[src/rtl/load_unit_pkg.sv]
// Shared encodings for the load unit: access sizes,
// FSM states and the wait-counter width.
package load_unit_pkg;

   localparam logic [1:0] SIZE_BYTE = 2'b00;
   localparam logic [1:0] SIZE_HALF = 2'b01;
   localparam logic [1:0] SIZE_WORD = 2'b10;

   localparam int CNT_W = 8;

   typedef enum logic [1:0] {
      IDLE,
      ISSUE,
      WAIT,
      RESP
   } state_t;

   // True when the access cannot be served by one aligned read.
   function automatic logic misaligned(
      input logic [1:0] size,
      input logic [1:0] lo
   );
      case (size)
         SIZE_BYTE: misaligned = 1'b0;
         SIZE_HALF: misaligned = lo[0];
         SIZE_WORD: misaligned = (lo != 2'b00);
         default:   misaligned = 1'b1;
      endcase
   endfunction

endpackage

[src/rtl/load_align_extend.sv]
// Picks the addressed byte/half out of a little-endian
// word and sign- or zero-extends it to 32 bits.
module load_align_extend
   import load_unit_pkg::*;
(
   input  logic [31:0] word,
   input  logic [1:0]  addr_lo,
   input  logic [1:0]  size,
   input  logic        is_signed,
   output logic [31:0] result
);

   logic [7:0]  byte_v;
   logic [15:0] half_v;

   assign byte_v = word[{addr_lo, 3'b000} +: 8];
   assign half_v = addr_lo[1] ? word[31:16] : word[15:0];

   // Extend the selected lane according to size and sign.
   always_comb begin
      result = word;
      case (size)
         SIZE_BYTE:
            result = {{24{is_signed & byte_v[7]}}, byte_v};
         SIZE_HALF:
            result = {{16{is_signed & half_v[15]}}, half_v};
         default:
            result = word;
      endcase
   end

endmodule

[src/rtl/load_unit.sv]
// Single-outstanding load unit: issues one aligned read,
// extracts the lane and returns a one-cycle response.
module load_unit
   import load_unit_pkg::*;
#(
   parameter int ADDR_WIDTH     = 32,
   parameter int DATA_WIDTH     = 32,
   parameter int TIMEOUT_CYCLES = 255
) (
   input  logic                  clock,
   input  logic                  reset,
   input  logic                  req_valid,
   output logic                  req_ready,
   input  logic [ADDR_WIDTH-1:0] req_addr,
   input  logic [1:0]            req_size,
   input  logic                  req_signed,
   input  logic [4:0]            req_dest,
   output logic                  mem_rd_en,
   output logic [ADDR_WIDTH-1:0] mem_addr,
   input  logic                  mem_rd_valid,
   input  logic [DATA_WIDTH-1:0] mem_rd_data,
   output logic                  rsp_valid,
   output logic [DATA_WIDTH-1:0] rsp_data,
   output logic [4:0]            rsp_dest,
   output logic                  rsp_error,
   output logic                  busy
);

   localparam logic [CNT_W-1:0] CNT_LAST =
      CNT_W'(TIMEOUT_CYCLES - 1);

   state_t                state_q;
   state_t                state_d;
   logic [CNT_W-1:0]      cnt_q;
   logic [1:0]            lo_q;
   logic [1:0]            size_q;
   logic                  sign_q;
   logic [4:0]            dest_q;
   logic [DATA_WIDTH-1:0] ext_data;
   logic                  bad;
   logic                  timeout;

   assign bad     = misaligned(req_size, req_addr[1:0]);
   assign timeout = (cnt_q == CNT_LAST);

   load_align_extend u_ext (
      .word      (mem_rd_data),
      .addr_lo   (lo_q),
      .size      (size_q),
      .is_signed (sign_q),
      .result    (ext_data)
   );

   // State register.
   always_ff @(posedge clock or negedge reset) begin
      if (!reset) state_q <= IDLE;
      else        state_q <= state_d;
   end

   // Next-state logic and per-state strobes.
   always_comb begin
      state_d   = state_q;
      req_ready = 1'b0;
      mem_rd_en = 1'b0;
      rsp_valid = 1'b0;
      busy      = 1'b1;
      case (state_q)
         IDLE: begin
            req_ready = 1'b1;
            busy      = 1'b0;
            if (req_valid) state_d = bad ? RESP : ISSUE;
         end
         ISSUE: begin
            mem_rd_en = 1'b1;
            state_d   = WAIT;
         end
         WAIT: begin
            if (mem_rd_valid || timeout) state_d = RESP;
         end
         RESP: begin
            rsp_valid = 1'b1;
            state_d   = IDLE;
         end
         default: state_d = IDLE;
      endcase
   end

   // Wait-cycle counter, cleared on issue.
   always_ff @(posedge clock or negedge reset) begin
      if (!reset) begin
         cnt_q <= '0;
      end else if (state_q == ISSUE) begin
         cnt_q <= '0;
      end else if (state_q == WAIT && !mem_rd_valid
                   && !timeout) begin
         cnt_q <= cnt_q + 1'b1;
      end
   end

   // Request latch, memory address and response registers.
   always_ff @(posedge clock or negedge reset) begin
      if (!reset) begin
         lo_q      <= '0;
         size_q    <= '0;
         sign_q    <= 1'b0;
         dest_q    <= '0;
         mem_addr  <= '0;
         rsp_data  <= '0;
         rsp_dest  <= '0;
         rsp_error <= 1'b0;
      end else begin
         if (state_q == IDLE && req_valid) begin
            lo_q   <= req_addr[1:0];
            size_q <= req_size;
            sign_q <= req_signed;
            dest_q <= req_dest;
            if (bad) begin
               rsp_data  <= '0;
               rsp_dest  <= req_dest;
               rsp_error <= 1'b1;
            end else begin
               mem_addr <= {req_addr[ADDR_WIDTH-1:2], 2'b00};
            end
         end
         if (state_q == WAIT) begin
            if (mem_rd_valid) begin
               rsp_data  <= ext_data;
               rsp_dest  <= dest_q;
               rsp_error <= 1'b0;
            end else if (timeout) begin
               rsp_data  <= '0;
               rsp_dest  <= dest_q;
               rsp_error <= 1'b1;
            end
         end
      end
   end

endmodule
[config.mk]
export PLATFORM = sky130hd
export DESIGN_NAME = load_unit
export DESIGN_NICKNAME = d
export VERILOG_FILES = /design/src/rtl/load_unit_pkg.sv /design/src/rtl/load_align_extend.sv /design/src/rtl/load_unit.sv
export SDC_FILE = /design/constraint.sdc
export NUM_CORES = 1
export LEC_CHECK = 0
export ABC_AREA = 1
export ABC_CLOCK_PERIOD_IN_PS = 2600
export CAP_MARGIN = 0
export CELL_PAD_IN_SITES_DETAIL_PLACEMENT = 0
export CELL_PAD_IN_SITES_GLOBAL_PLACEMENT = 2
export CORE_MARGIN = 3
export CORE_UTILIZATION = 37
export CTS_CLUSTER_DIAMETER = 120
export DETAILED_ROUTE_END_ITERATION = 8
export DONT_BUFFER_PORTS = 1
export HOLD_SLACK_MARGIN = 0.02
export PLACE_DENSITY = 0.87
export REMOVE_ABC_BUFFERS = 1
export SLEW_MARGIN = 20
export SYNTH_ARGS = -nofsm -noshare
export SYNTH_HDL_FRONTEND = slang
export SYNTH_SLANG_ARGS = --single-unit
[constraint.sdc]
create_clock -name clock -period 2.6 [get_ports clock]
set_input_delay 0.26 -clock clock [delete_from_list [all_inputs] [get_ports clock]]
set_output_delay 0.26 -clock clock [all_outputs]
set_load 0.03 [all_outputs]
# Word level (Yosys, flattened, before mapping)

Index checks and enable logic that the tools add are counted.

Register bits: 88
Input bits: 76
Logic and storage cells: 65

Add/sub/neg operators: 1
Equality and inequality tests: 9
Shifts and indexed selects: 1
Multiplexer cells: 28
Bitwise gates (word level): 3
Reduce and logical (&&, ||, !) cells: 13

Operators by type and width:

| operator                                                        | count |
|---|---|
| 32-bit two-way mux                                              | 5 |
| 32-bit case mux with 2 select lines                             | 1 |
| 32-bit by 6-bit variable part select with 8-bit output          | 1 |
| 5-bit two-way mux                                               | 5 |
| 16-bit two-way mux                                              | 1 |
| 8-bit two-way mux                                               | 2 |
| 1-bit two-way mux                                               | 9 |
| 8-bit by 1-bit adder with 8-bit output, second input constant   | 1 |
| 8-bit == test, second input constant                            | 1 |
| 2-bit case mux with 4 select lines                              | 1 |
| 2-bit by 1-bit == test with 1-bit output, second input constant | 3 |
| 2-bit == test, second input constant                            | 3 |
| 2-bit zero test                                                 | 3 |
| 2-bit two-way mux                                               | 3 |
| 2-bit inequality test, second input constant                    | 2 |
| 2-bit AND reduction                                             | 2 |
| 2-bit nonzero test                                              | 2 |
| 1-bit logical AND                                               | 3 |
| 1-bit case mux with 3 select lines                              | 1 |
| 1-bit AND                                                       | 2 |
| 1-bit zero test                                                 | 2 |
| 1-bit logical OR                                                | 1 |
| 1-bit NOT                                                       | 1 |

# Longest topological paths before layout

Gate-level depths: netlist of run 1.

Word-level depth: 7
Depth in mapped cells: 11

# Hierarchy

From an unflattened synthesis of run 1, not the netlist that was laid out.

Cells, all modules: 611
Area, all modules: 4,760.8 sq um

Modules (own cells, without submodules):

| module            | instances | cells each | area each (sq um) |
|---|---|---|---|
| load_unit         | 1         | 458        | 3,906.2 |
| load_align_extend | 1         | 153        | 854.6 |

# Worst setup path after synthesis of run 1

No wires, ideal clock.

Path kind: reg2reg
From: reg state_q[0]
To: reg rsp_dest[0]
Library setup time: 0.126 ns
Arrival: 1.598 ns
Setup slack: 0.877 ns
Cell stages (with the launch flop): 9
Cells stage by stage: dfrtp_1 inv_1 ha_1 nand2_1 inv_1 nand3_1 clkbuf_1 o21ai_0 a21oi_1

Cells in the longest elaborated chain, start to end: 6
Elaborated cells between the ends (all ways): 7
Those cells by class: eq/ne: 1; mux: 4; reduce/logical: 2

RTL lines:

| item                     | RTL line         | source |
|---|---|---|
| start: declaration       | load_unit.sv:32  | `state_t state_q;` |
| start signal: assignment | load_unit.sv:57  | `else state_q <= state_d;` |
| 2-bit zero test          | load_unit.sv:112 | `if (state_q == IDLE && req_valid) begin` |
| 1-bit logical AND        | load_unit.sv:112 |  |
| 5-bit two-way mux        | load_unit.sv:112 |  |
| 5-bit two-way mux        | load_unit.sv:130 | `end else if (timeout) begin` |
| 5-bit two-way mux        | load_unit.sv:126 | `if (mem_rd_valid) begin` |
| 5-bit two-way mux *      | load_unit.sv:125 | `if (state_q == WAIT) begin` |
| end signal: assignment   | load_unit.sv:119 | `rsp_dest <= req_dest;` |
| end signal: assignment   | load_unit.sv:128 | `rsp_dest <= dest_q;` |
| end signal: assignment   | load_unit.sv:132 | `rsp_dest <= dest_q;` |
| end: declaration         | load_unit.sv:24  | `output logic [4:0] rsp_dest,` |

Mark *: on every way between the ends. The rest lies on a longest branch, timed or not.
A chain may end at the register's enable or synchronous reset.

# Worst setup path after layout of run 1

From: reg state_q[0]
To: reg rsp_data[27]

Cells in the longest elaborated chain, start to end: 6
Elaborated cells between the ends (all ways): 7
Those cells by class: eq/ne: 1; mux: 4; reduce/logical: 2

RTL lines:

| item                   | RTL line         | source |
|---|---|---|
| 2-bit zero test        | load_unit.sv:112 |  |
| 1-bit logical AND      | load_unit.sv:112 |  |
| 32-bit two-way mux     | load_unit.sv:112 |  |
| 32-bit two-way mux     | load_unit.sv:130 |  |
| 32-bit two-way mux     | load_unit.sv:126 |  |
| 32-bit two-way mux *   | load_unit.sv:125 |  |
| end signal: assignment | load_unit.sv:127 | `rsp_data <= ext_data;` |
| end: declaration       | load_unit.sv:23  | `output logic [DATA_WIDTH-1:0] rsp_data,` |

Marks and branches as above.

==> results.txt, run 1 <==
Synth Area in Compound Gates - 5.566%
RR Startpoint - state_q[0]
via count - 3733
HP Start - req_dest[3]
TritonCTS clock tree - yes
CTS Buf Count - 9
proportion of synthesized area in mux cells - 0%
largest family of logic cells by synthesized area - simple AND/OR/NAND/NOR gates
largest net degree at the start of global routing - 89
Slew Limit Headroom - 50.07%
Synth Instances - 595
root buf cell - clkbuf_16
worst-path fanout max - 32
Die Footprint - 13380 um^2
GRT busiest layer - met2
All-Layer GR Usage - 17.77%
Async SR Flop Fraction - 100.0%
Commonest cells post-synth - nand2_1, dfrtp_1, nand3_1, inv_1, o21ai_0
Worst R2R Setup Slack - 0.62 ns
Buffers on Ports - 0
Seq cells post-synth - 88
register area - 2202 um^2
crit path buf inv count - 4
clock sinks - 88
XOR/XNOR share of the synthesized area - 0.5904%
Initial DRC Count - 175
final setup vio count - 0
r2r endpoint - rsp_data[27]
Synth warnings - 0
Final HPWL DP - 8447 um
area of the core - 11560 um^2
ranking of synthesized cells by area - dfrtp_1, nand2_1, nand3_1, o21ai_0, inv_1
Netlist Area Pre-Place - 4451 um^2
signal arrival time at the worst endpoint - 2.26 ns
drt pass-1 iters - 4
fraction of layout cells with a size suffix above 1 - 7.203%
simple-gate share of the synthesized area - 35.51%
Finished Cell Area - 4927 um^2
clk slew on worst S/H paths - 0.07 ns
Startpoint Class - flip-flop
syn avg cell area - 7.480 um^2
Worst VDD drop - 526.8 uV
CTS resizes - 0
RSZ-0062 raised after global routing - false
Congestion Overflow GR - 0
first-pass GRT wire length - 18490 um
antenna viol nets, final - 0
placed inst area - 4544 um^2
routing usage on met2 - 27.01%
RePlAce Congestion - 0.7898
H-tree levels - 3
hold-critical path depth - 2
final routed DRC violation total - 0
CP cell instances - inv_1, ha_1, nand2_1, inv_1, nand3_1, inv_1, nor2_2, buf_4, nand2_1, nand2_1
area fraction of the dominant cell type after synthesis - 49.48%
final core occ - 42.61%
Routed WL per cell - 16.18 um
WL final - 11970 um
Top delay family on crit path - simple AND/OR/NAND/NOR gates
max cap viols - 0
Final nets - 675
period utilization - 75.97%
final hold violations - 0
WHS - 0.04112 ns
FILL cells - 1211
Pwr Density - 1321 nW/um^2
max-slew violations - 0
Main synth FF type - dfrtp_1
master of the slowest instance on the critical path - dfrtp_1
vias in the first global route - 3520
Syn-to-layout area delta - 10.71%
FMAX - 506.3 MHz
Worst Tran Pin Value - 0.7481 ns
cell with the most instances after synthesis - nand2_1
initial antenna violation count - 0
worst min-delay path class - in -> reg
CP peak stage delay - 0.40 ns
IO Count - 150
count of cell types in the netlist - 30
Rows - 39
status - finished, final reports clean
WHS Endpoint - dest_q[3]
Tmin final - 1.975 ns
Clock Skews - 0.005246 ns
Clock Path Buffers - 2
DR vias/cell - 5.045
clk_lat worst skew - 0.34 ns
leading area contributor after synthesis - dfrtp_1
Die H - 115.7 um
antenna diode count - 0
crit path kind - reg -> reg
Req. time, crit path - 2.88 ns
die width - 115.7 um
M1 GR Usage - 22.49%
EDFF count, synth - 0
Seq/Total Area, Yosys - 49.48%
Starting Density - 38.48%
Reg2Reg Depth - 10
Post-Synth Adder-Cell Area - 1.968%
CP endpoint kind - flip-flop
LEAKAGE - 2.729 nW
area occupied by multi-input gates - 1949 um^2
met3 Track Usage GR - 7.311%
[state kept, by name (all words and copies together), names as in the netlist]
signal     count
rsp_error      1
sign_q         1
rsp_data      32
lo_q           2
rsp_dest       5
cnt_q          8
mem_addr      30
size_q         2
dest_q         5
state_q        2
[routing by layer]
layer  wire [um]  vias to the layer above
li1            -                     1866
met1        5047                     1742
met2        5527                      107
met3        1092                       18
met4         303                        0
met5           0                        -
[cell usage in the layout (no fill, tap or decap), drive strengths merged, types with 4 or more instances in the layout]
cell type,count
buf,11
nand4,4
clkbuf,9
dlygate4sd3,5
dfrtp,88
nor2,17
a21oi,14
ha,7
clkinv,4
nand2,295
o21ai,31
inv,37
nand3,63
[where the power goes]
part / internal [mW] / switching, mW / leakage [nW]
sequential: 1.90 / 1.28 / 1.13
clock: 0.757 / 0.579 / 0.148
combinational: 0.665 / 1.34 / 1.46
[logic make-up after synthesis]
group	after synthesis
other	1
xor gates and xnor gates	3
AOI/OAI and AO/OA	48
adders and majority gates	7
buffers and inverters	67
DFF	88
and+or+nand+nor	381
[final cells by class]
class	instances	share of cell area (%)
Clock buffer	9	4.571
Clock inverter	7	1.625
Inverter	36	2.819
Multi-Input combinational cell	441	39.56
Sequential cell	88	44.69
Tap cell	143	3.631
Timing Repair Buffer	16	3.098
[repair_timing]
item | CTS | global route
endpoints found under the hold margin | 92 | 0
hold buffers | 6 | 0
setup buffers | 0 | 0
[worst reg2reg max path, delay by kind of cell (launching register included)]
family | cells | cell delay [ns]
fa+ha+maj | 1 | 0.22
simple gates | 5 | 0.70
flops | 1 | 0.40
buf+inv | 4 | 0.61
[worst max path at each step]
stage / start / endpoint / cells past startpoint
after floorplan: state_q[0] / rsp_data[10] / 9
after global placement: state_q[0] / rsp_data[17] / 10
after detailed placement: state_q[0] / rsp_data[27] / 10
after CTS: state_q[0] / rsp_data[27] / 10
after global routing: state_q[0] / rsp_data[21] / 10
final: state_q[0] / rsp_data[27] / 10
[stage by stage]
step / power [mW] / setup WS [ns] / TNS [ns] / instances
CTS: 6.609 / 0.6017 / 0 / 740
detailed placement: 5.206 / 0.6237 / 0 / 718
global route: 7.054 / 0.3472 / 0 / 740
global placement: 5.156 / 0.7020 / 0 / 718
finish: 6.511 / 0.6249 / 0 / 740
floorplan: 4.593 / -0.2546 / -11.24 / 565
No activity file was read; power rests on OpenSTA's default activity.
==> inputs of run 2 (changes only) <==
--- a/config.mk
+++ b/config.mk
@@ -6,17 +6,17 @@
 export NUM_CORES = 1
 export LEC_CHECK = 0
 export ABC_AREA = 1
-export ABC_CLOCK_PERIOD_IN_PS = 2600
+export ABC_CLOCK_PERIOD_IN_PS = 1650
 export CAP_MARGIN = 0
 export CELL_PAD_IN_SITES_DETAIL_PLACEMENT = 0
 export CELL_PAD_IN_SITES_GLOBAL_PLACEMENT = 2
 export CORE_MARGIN = 3
-export CORE_UTILIZATION = 37
+export CORE_UTILIZATION = 31
 export CTS_CLUSTER_DIAMETER = 120
 export DETAILED_ROUTE_END_ITERATION = 8
 export DONT_BUFFER_PORTS = 1
 export HOLD_SLACK_MARGIN = 0.02
-export PLACE_DENSITY = 0.87
+export PLACE_DENSITY = 0.78
 export REMOVE_ABC_BUFFERS = 1
 export SLEW_MARGIN = 20
 export SYNTH_ARGS = -nofsm -noshare
==> constraint.sdc (replaced) <==
create_clock -name clock -period 1.65 [get_ports clock]
set_input_delay 0.165 -clock clock [delete_from_list [all_inputs] [get_ports clock]]
set_output_delay 0.165 -clock clock [all_outputs]
set_load 0.03 [all_outputs]
==> results.txt, run 2 (synthesis results as in run 1) <==
status - complete, but fails checks (was finished, final reports clean)
failing checks - hold timing
antenna diode count - 0 (unchanged)
clock share of power - 21.6% (was 20.5%)
CTS Hold Bufs - 40 (was 6)
Routed WL per cell - 16.16 um (was 16.18 um)
TritonCTS clock tree - yes (unchanged)
Starting Density - 31.82% (was 38.48%)
clk slew on worst S/H paths - 0.07 ns (about the same)
Clock Path Buffers - 2 (unchanged)
All-Layer GR Usage - 17.07% (was 17.77%)
Comb power frac - 33.4% (was 30.7%)
FILL cells - 1456 (was 1211)
signal arrival time at the worst endpoint - 1.41 ns (was 2.26 ns)
WHS - -0.4933 ns (was 0.04112 ns)
Reg power frac - 45.0% (was 48.7%)
Worst VDD drop - 1029 uV (was 526.8 uV)
LEAKAGE - 2.983 nW (was 2.729 nW)
CP endpoint kind - output port (was flip-flop)
Final nets - 723 (was 675)
H-tree levels - 3 (unchanged)
Final HPWL DP - 8916 um (was 8447 um)
max cap viols - 0 (unchanged)
final routed DRC violation total - 0 (unchanged)
FMAX - 636.9 MHz
most frequent cells in the layout - nand2_1, dfrtp_1, nand3_1 (unchanged)
Syn-to-layout area delta - 26.26% (was 10.71%)
Tmin final - 1.570 ns
CTS Buf Count - 9 (unchanged)
first-pass GRT wire length - 21350 um (was 18490 um)
Congestion Overflow GR - 0 (unchanged)
initial antenna violation count - 0 (unchanged)
commonest non-fill, non-tap cell in the layout - nand2_1 (unchanged)
max FFs per register - 32 (unchanged)
Startpoint Class - flip-flop (unchanged)
largest registers - rsp_data (32), mem_addr (30), cnt_q (8) (unchanged)
die width - 125.8 um (was 115.7 um)
Rows - 43 (was 39)
Die H - 125.8 um (was 115.7 um)
Die Footprint - 15830 um^2 (was 13380 um^2)
period utilization - 95.15%
Non-Filler Instances - 825 (was 740)
Top reg by flops - rsp_data (unchanged)
antenna viol nets, final - 0 (unchanged)
max-slew violations - 0 (unchanged)
Initial DRC Count - 198 (was 175)
WL final - 13330 um (was 11970 um)
CP Launch Point - state_q[1] (was state_q[0])
clock sinks - 88 (unchanged)
Pwr Density - 2002 nW/um^2 (was 1321 nW/um^2)
vias in the first global route - 3992 (was 3520)
RSZ-0062 raised after global routing - false (unchanged)
Psw - 5.256 mW (was 3.194 mW)
Inst Count DP - 759 (was 718)
Reg2Reg Depth - 11 (was 10)
Buffers on Ports - 0 (unchanged)
Power Internal - 5.995 mW (was 3.318 mW)
Switching Fraction - 46.71% (was 49.05%)
IO Count - 150 (unchanged)
final hold violations - 88 (was 0)
RePlAce Congestion - 0.7767 (was 0.7898)
worst-path fanout max - 3 (was 32)
RR Startpoint - state_q[1] (was state_q[0])
fraction of layout cells with a size suffix above 1 - 10.70% (was 7.203%)
final setup vio count - 0 (unchanged)
largest net degree at the start of global routing - 89 (unchanged)
DR vias/cell - 4.783 (was 5.045)
root buf cell - clkbuf_16 (unchanged)
crit path kind - reg -> out (was reg -> reg)
Clock Skews - 0.008866 ns (was 0.005246 ns)
worst min-delay path class - in -> async (was in -> reg)
Setup TNS - 0 ns (unchanged)
drt pass-1 iters - 4 (unchanged)
clk_lat worst skew - 0.35 ns (was 0.34 ns)
via count - 3946 (was 3733)
Req. time, crit path - 1.48 ns (was 2.88 ns)
area of the core - 13990 um^2 (was 11560 um^2)
## run 2: path summary, 6_finish.rpt
path,endpoint,slack [ns]
worst max-delay path,busy,0.08
worst min-delay path,rsp_dest[3],-0.49
worst max register to register,rsp_data[7],0.12
worst min register to register,dest_q[1],0.49
max in group asynchronous,mem_addr[28],2.03
min in group clock,rsp_dest[4],0.02
## run 2: per-stage QoR
step / area, um^2 / hold WS, ns / setup slack, ns / power [mW] / utilization, %
6_report: 5619 / -0.4933 / 0.07997 / 11.25 / 40.17
5_1_grt: 5619 / -0.5095 / 0.007626 / 12.06 / 40.17
4_1_cts: 5545 / -0.5111 / 0.01232 / 11.28 / 39.64
3_5_place_dp: 4683 / -0.1262 / -0.03633 / 8.442 / 33.48
3_3_place_gp: 4683 / -0.1262 / 0.06433 / 8.336 / 33.48
2_1_floorplan: 4290 / -0.1306 / -1.205 / 7.237 / -
## run 2: timing repair
| action | in CTS | in global routing |
|---|---|---|
| pin swaps | 1 | 3 |
| resized for setup | 6 | 12 |
| endpoints found under the setup margin | 39 | 50 |
| setup buffers | 5 | 3 |
| cloned | 2 | 0 |
| endpoints found under the hold margin | 128 | 88 |
## run 2: final cells by class
cell class	count	area (um^2)	share of cell area (%)
well taps	180	225.2	4.008
clock inverters	7	126.4	2.249
repair buffers	64	700.7	12.47
clock buffers	9	225.2	4.008
inverters	36	141.4	2.516
multi-input cells	441	1998	35.56
flip-flops and latches	88	2202	39.19
## run 2: power by group through the flow
stage               logic [mW]  clock network (mW)  registers (mW)
floorplan                 2.28                   0            4.95
global placement          3.24                   0            5.10
detailed placement        3.33                   0            5.12
CTS                       3.69                2.51            5.08
global route              4.32                2.59            5.16
finish                    3.76                2.43            5.06
## run 2: worst max-delay path, stage by stage, from the launching register on
cell,delay [ns]
dfrtp_1,0.42
inv_2,0.10
ha_4,0.14
buf_4,0.16
inv_1,0.06
buf_4,0.16
## run 2: layer usage
metal / track usage (%) / share of wire [%] / up-vias
li1: - / - / 1955
met1: 20.97 / 41 / 1862
met2: 27.47 / 49 / 111
met3: 5.513 / 8.3 / 18
met4: 7.697 / 2.3 / 0
met5: 0 / 0 / -
==> inputs of run 3 (changes only) <==
--- a/config.mk
+++ b/config.mk
@@ -16,7 +16,7 @@
 export DETAILED_ROUTE_END_ITERATION = 8
 export DONT_BUFFER_PORTS = 1
 export HOLD_SLACK_MARGIN = 0.02
-export PLACE_DENSITY = 0.78
+export PLACE_DENSITY = 0.77
 export REMOVE_ABC_BUFFERS = 1
 export SLEW_MARGIN = 20
 export SYNTH_ARGS = -nofsm -noshare
==> results.txt, run 3 (synthesis results as in run 1) <==
Finished Cell Area - 5518 um^2 (was 5619 um^2)
final hold violations - 88 (unchanged)
Die Footprint - 15830 um^2 (unchanged)
CTS Buf Count - 9 (unchanged)
via count - 3939 (was 3946)
Worst R2R Setup Slack - 0.08 ns (was 0.12 ns)
Buffers on Ports - 0 (unchanged)
worst min-delay path class - in -> async (unchanged)
LEAKAGE - 2.943 nW (was 2.983 nW)
WL final - 13270 um (was 13330 um)
worst-path fanout max - 3 (unchanged)
max-slew violations - 0 (unchanged)
first-pass GRT wire length - 20440 um (was 21350 um)
largest net degree at the start of global routing - 89 (unchanged)
final setup vio count - 0 (unchanged)
clk_lat worst skew - 0.35 ns (about the same)
die width - 125.8 um (unchanged)
Starting Density - 31.82% (unchanged)
Initial DRC Count - 216 (was 198)
max FFs per register - 32 (unchanged)
antenna diode count - 0 (unchanged)
CTS Hold Bufs - 40 (unchanged)
Top reg by flops - rsp_data (unchanged)
CP endpoint kind - output port (unchanged)
Syn-to-layout area delta - 23.98% (was 26.26%)
TritonCTS clock tree - yes (unchanged)
crit path kind - reg -> out (unchanged)
drt pass-1 iters - 4 (unchanged)
WHS - -0.4919 ns (was -0.4933 ns)
Tmin final - 1.583 ns (was 1.570 ns)
failing checks - hold timing (unchanged)
FMAX - 631.6 MHz (was 636.9 MHz)
Final HPWL DP - 8852 um (was 8916 um)
Rows - 43 (unchanged)
clk slew on worst S/H paths - 0.07 ns (about the same)
H-tree levels - 3 (unchanged)
initial antenna violation count - 0 (unchanged)
final routed DRC violation total - 0 (unchanged)
RePlAce Congestion - 0.7646 (was 0.7767)
Clock Path Buffers - 2 (unchanged)
Worst VDD drop - 885.8 uV (was 1029 uV)
Final nets - 722 (was 723)
clock sinks - 88 (unchanged)
Pwr Density - 1953 nW/um^2 (was 2002 nW/um^2)
Congestion Overflow GR - 0 (unchanged)
vias in the first global route - 3894 (was 3992)
Final WS setup - 0.06680 ns (was 0.07997 ns)
Post-Place Setup Slack - 0.07968 ns (was -0.03633 ns)
DR vias/cell - 4.786 (was 4.783)
Die H - 125.8 um (unchanged)
Clock Skews - 0.01153 ns (was 0.008866 ns)
Setup TNS - 0 ns (unchanged)
placed inst area - 4673 um^2 (was 4683 um^2)
Routed WL per cell - 16.13 um (was 16.16 um)
root buf cell - clkbuf_16 (unchanged)
Startpoint Class - flip-flop (unchanged)
r2r endpoint - rsp_data[30] (was rsp_data[7])
Reg2Reg Depth - 8 (was 11)
signal arrival time at the worst endpoint - 1.42 ns (was 1.41 ns)
Req. time, crit path - 1.48 ns (about the same)
most frequent cells in the layout - nand2_1, dfrtp_1, nand3_1 (unchanged)
All-Layer GR Usage - 16.11% (was 17.07%)
IO Count - 150 (unchanged)
largest registers - rsp_data (32), mem_addr (30), cnt_q (8) (unchanged)
max cap viols - 0 (unchanged)
commonest non-fill, non-tap cell in the layout - nand2_1 (unchanged)
antenna viol nets, final - 0 (unchanged)
RR Startpoint - state_q[1] (unchanged)
area of the core - 13990 um^2 (unchanged)
status - complete, but fails checks (unchanged)
fraction of layout cells with a size suffix above 1 - 9.798% (was 10.70%)
period utilization - 95.95% (was 95.15%)
==> run 3: cell types whose count changed in the layout (fill, tap and decap cells not counted), sizes merged <==
cell / previous run / this run
buf: 23 / 21
bufbuf: 1 / 0
bufinv: 3 / 1
clkbuf: 9 / 11
clkinvlp: 1 / 3
inv: 37 / 36
==> run 3: critical path, stage by stage (launching register included) <==
cell and delay, ns:
dfrtp_1 0.39, inv_1 0.10, ha_2 0.18, buf_4 0.16, inv_1 0.07, buf_4 0.16
==> run 3: metal layers <==
layer	part of all wire, %	vias up	track usage, %
met4	1.3	0	4.984
met1	41	1855	19.59
met2	48	127	26.21
met3	9.0	11	6.658
met5	0	-	0
li1	-	1946	-
==> run 3: area by class of cell <==
| cell class | instances | area [um^2] |
|---|---|---|
| clock buffers | 9 | 225.2 |
| clock inverters | 6 | 68.82 |
| fillers | 1484 | 8471 |
| inverters | 36 | 138.9 |
| multi-input cells | 441 | 2008 |
| flip-flops and latches | 88 | 2202 |
| well taps | 180 | 225.2 |
| repair buffers | 63 | 649.4 |
==> run 3: worst max path at each step <==
stage	slack (ns)	startpoint	endpoint
final	0.07	state_q[1]	busy
after global routing	-0.007	cnt_q[1]	rsp_data[30]
after CTS	0.03	state_q[1]	busy
after detailed placement	0.08	state_q[1]	rsp_data[20]
after global placement	0.13	cnt_q[0]	rsp_data[20]
after floorplan	-1.20	state_q[0]	rsp_data[10]
==> run 3: report_power, final <==
part,total [mW],switching (mW),leakage [nW],internal (mW)
combinational,3.64,2.24,1.68,1.40
clock,2.10,0.922,0.135,1.17
sequential,5.03,2.05,1.13,2.99
==> run 3: through the flow <==
step	total power [mW]	utilization [%]	cells	hold WS (ns)
finish	10.77	39.45	823	-0.4919
global placement	8.292	33.41	761	-0.1261
global route	11.59	39.45	823	-0.5109
detailed placement	8.380	33.41	761	-0.1273
floorplan	7.237	-	565	-0.1306
CTS	10.58	38.37	816	-0.5094
==> run 3: what timing repair did <==
item	in CTS	in global routing
setup endpoints to repair	0	39
buffers inserted	0	4
hold endpoints to repair	128	88
resized for setup	0	14
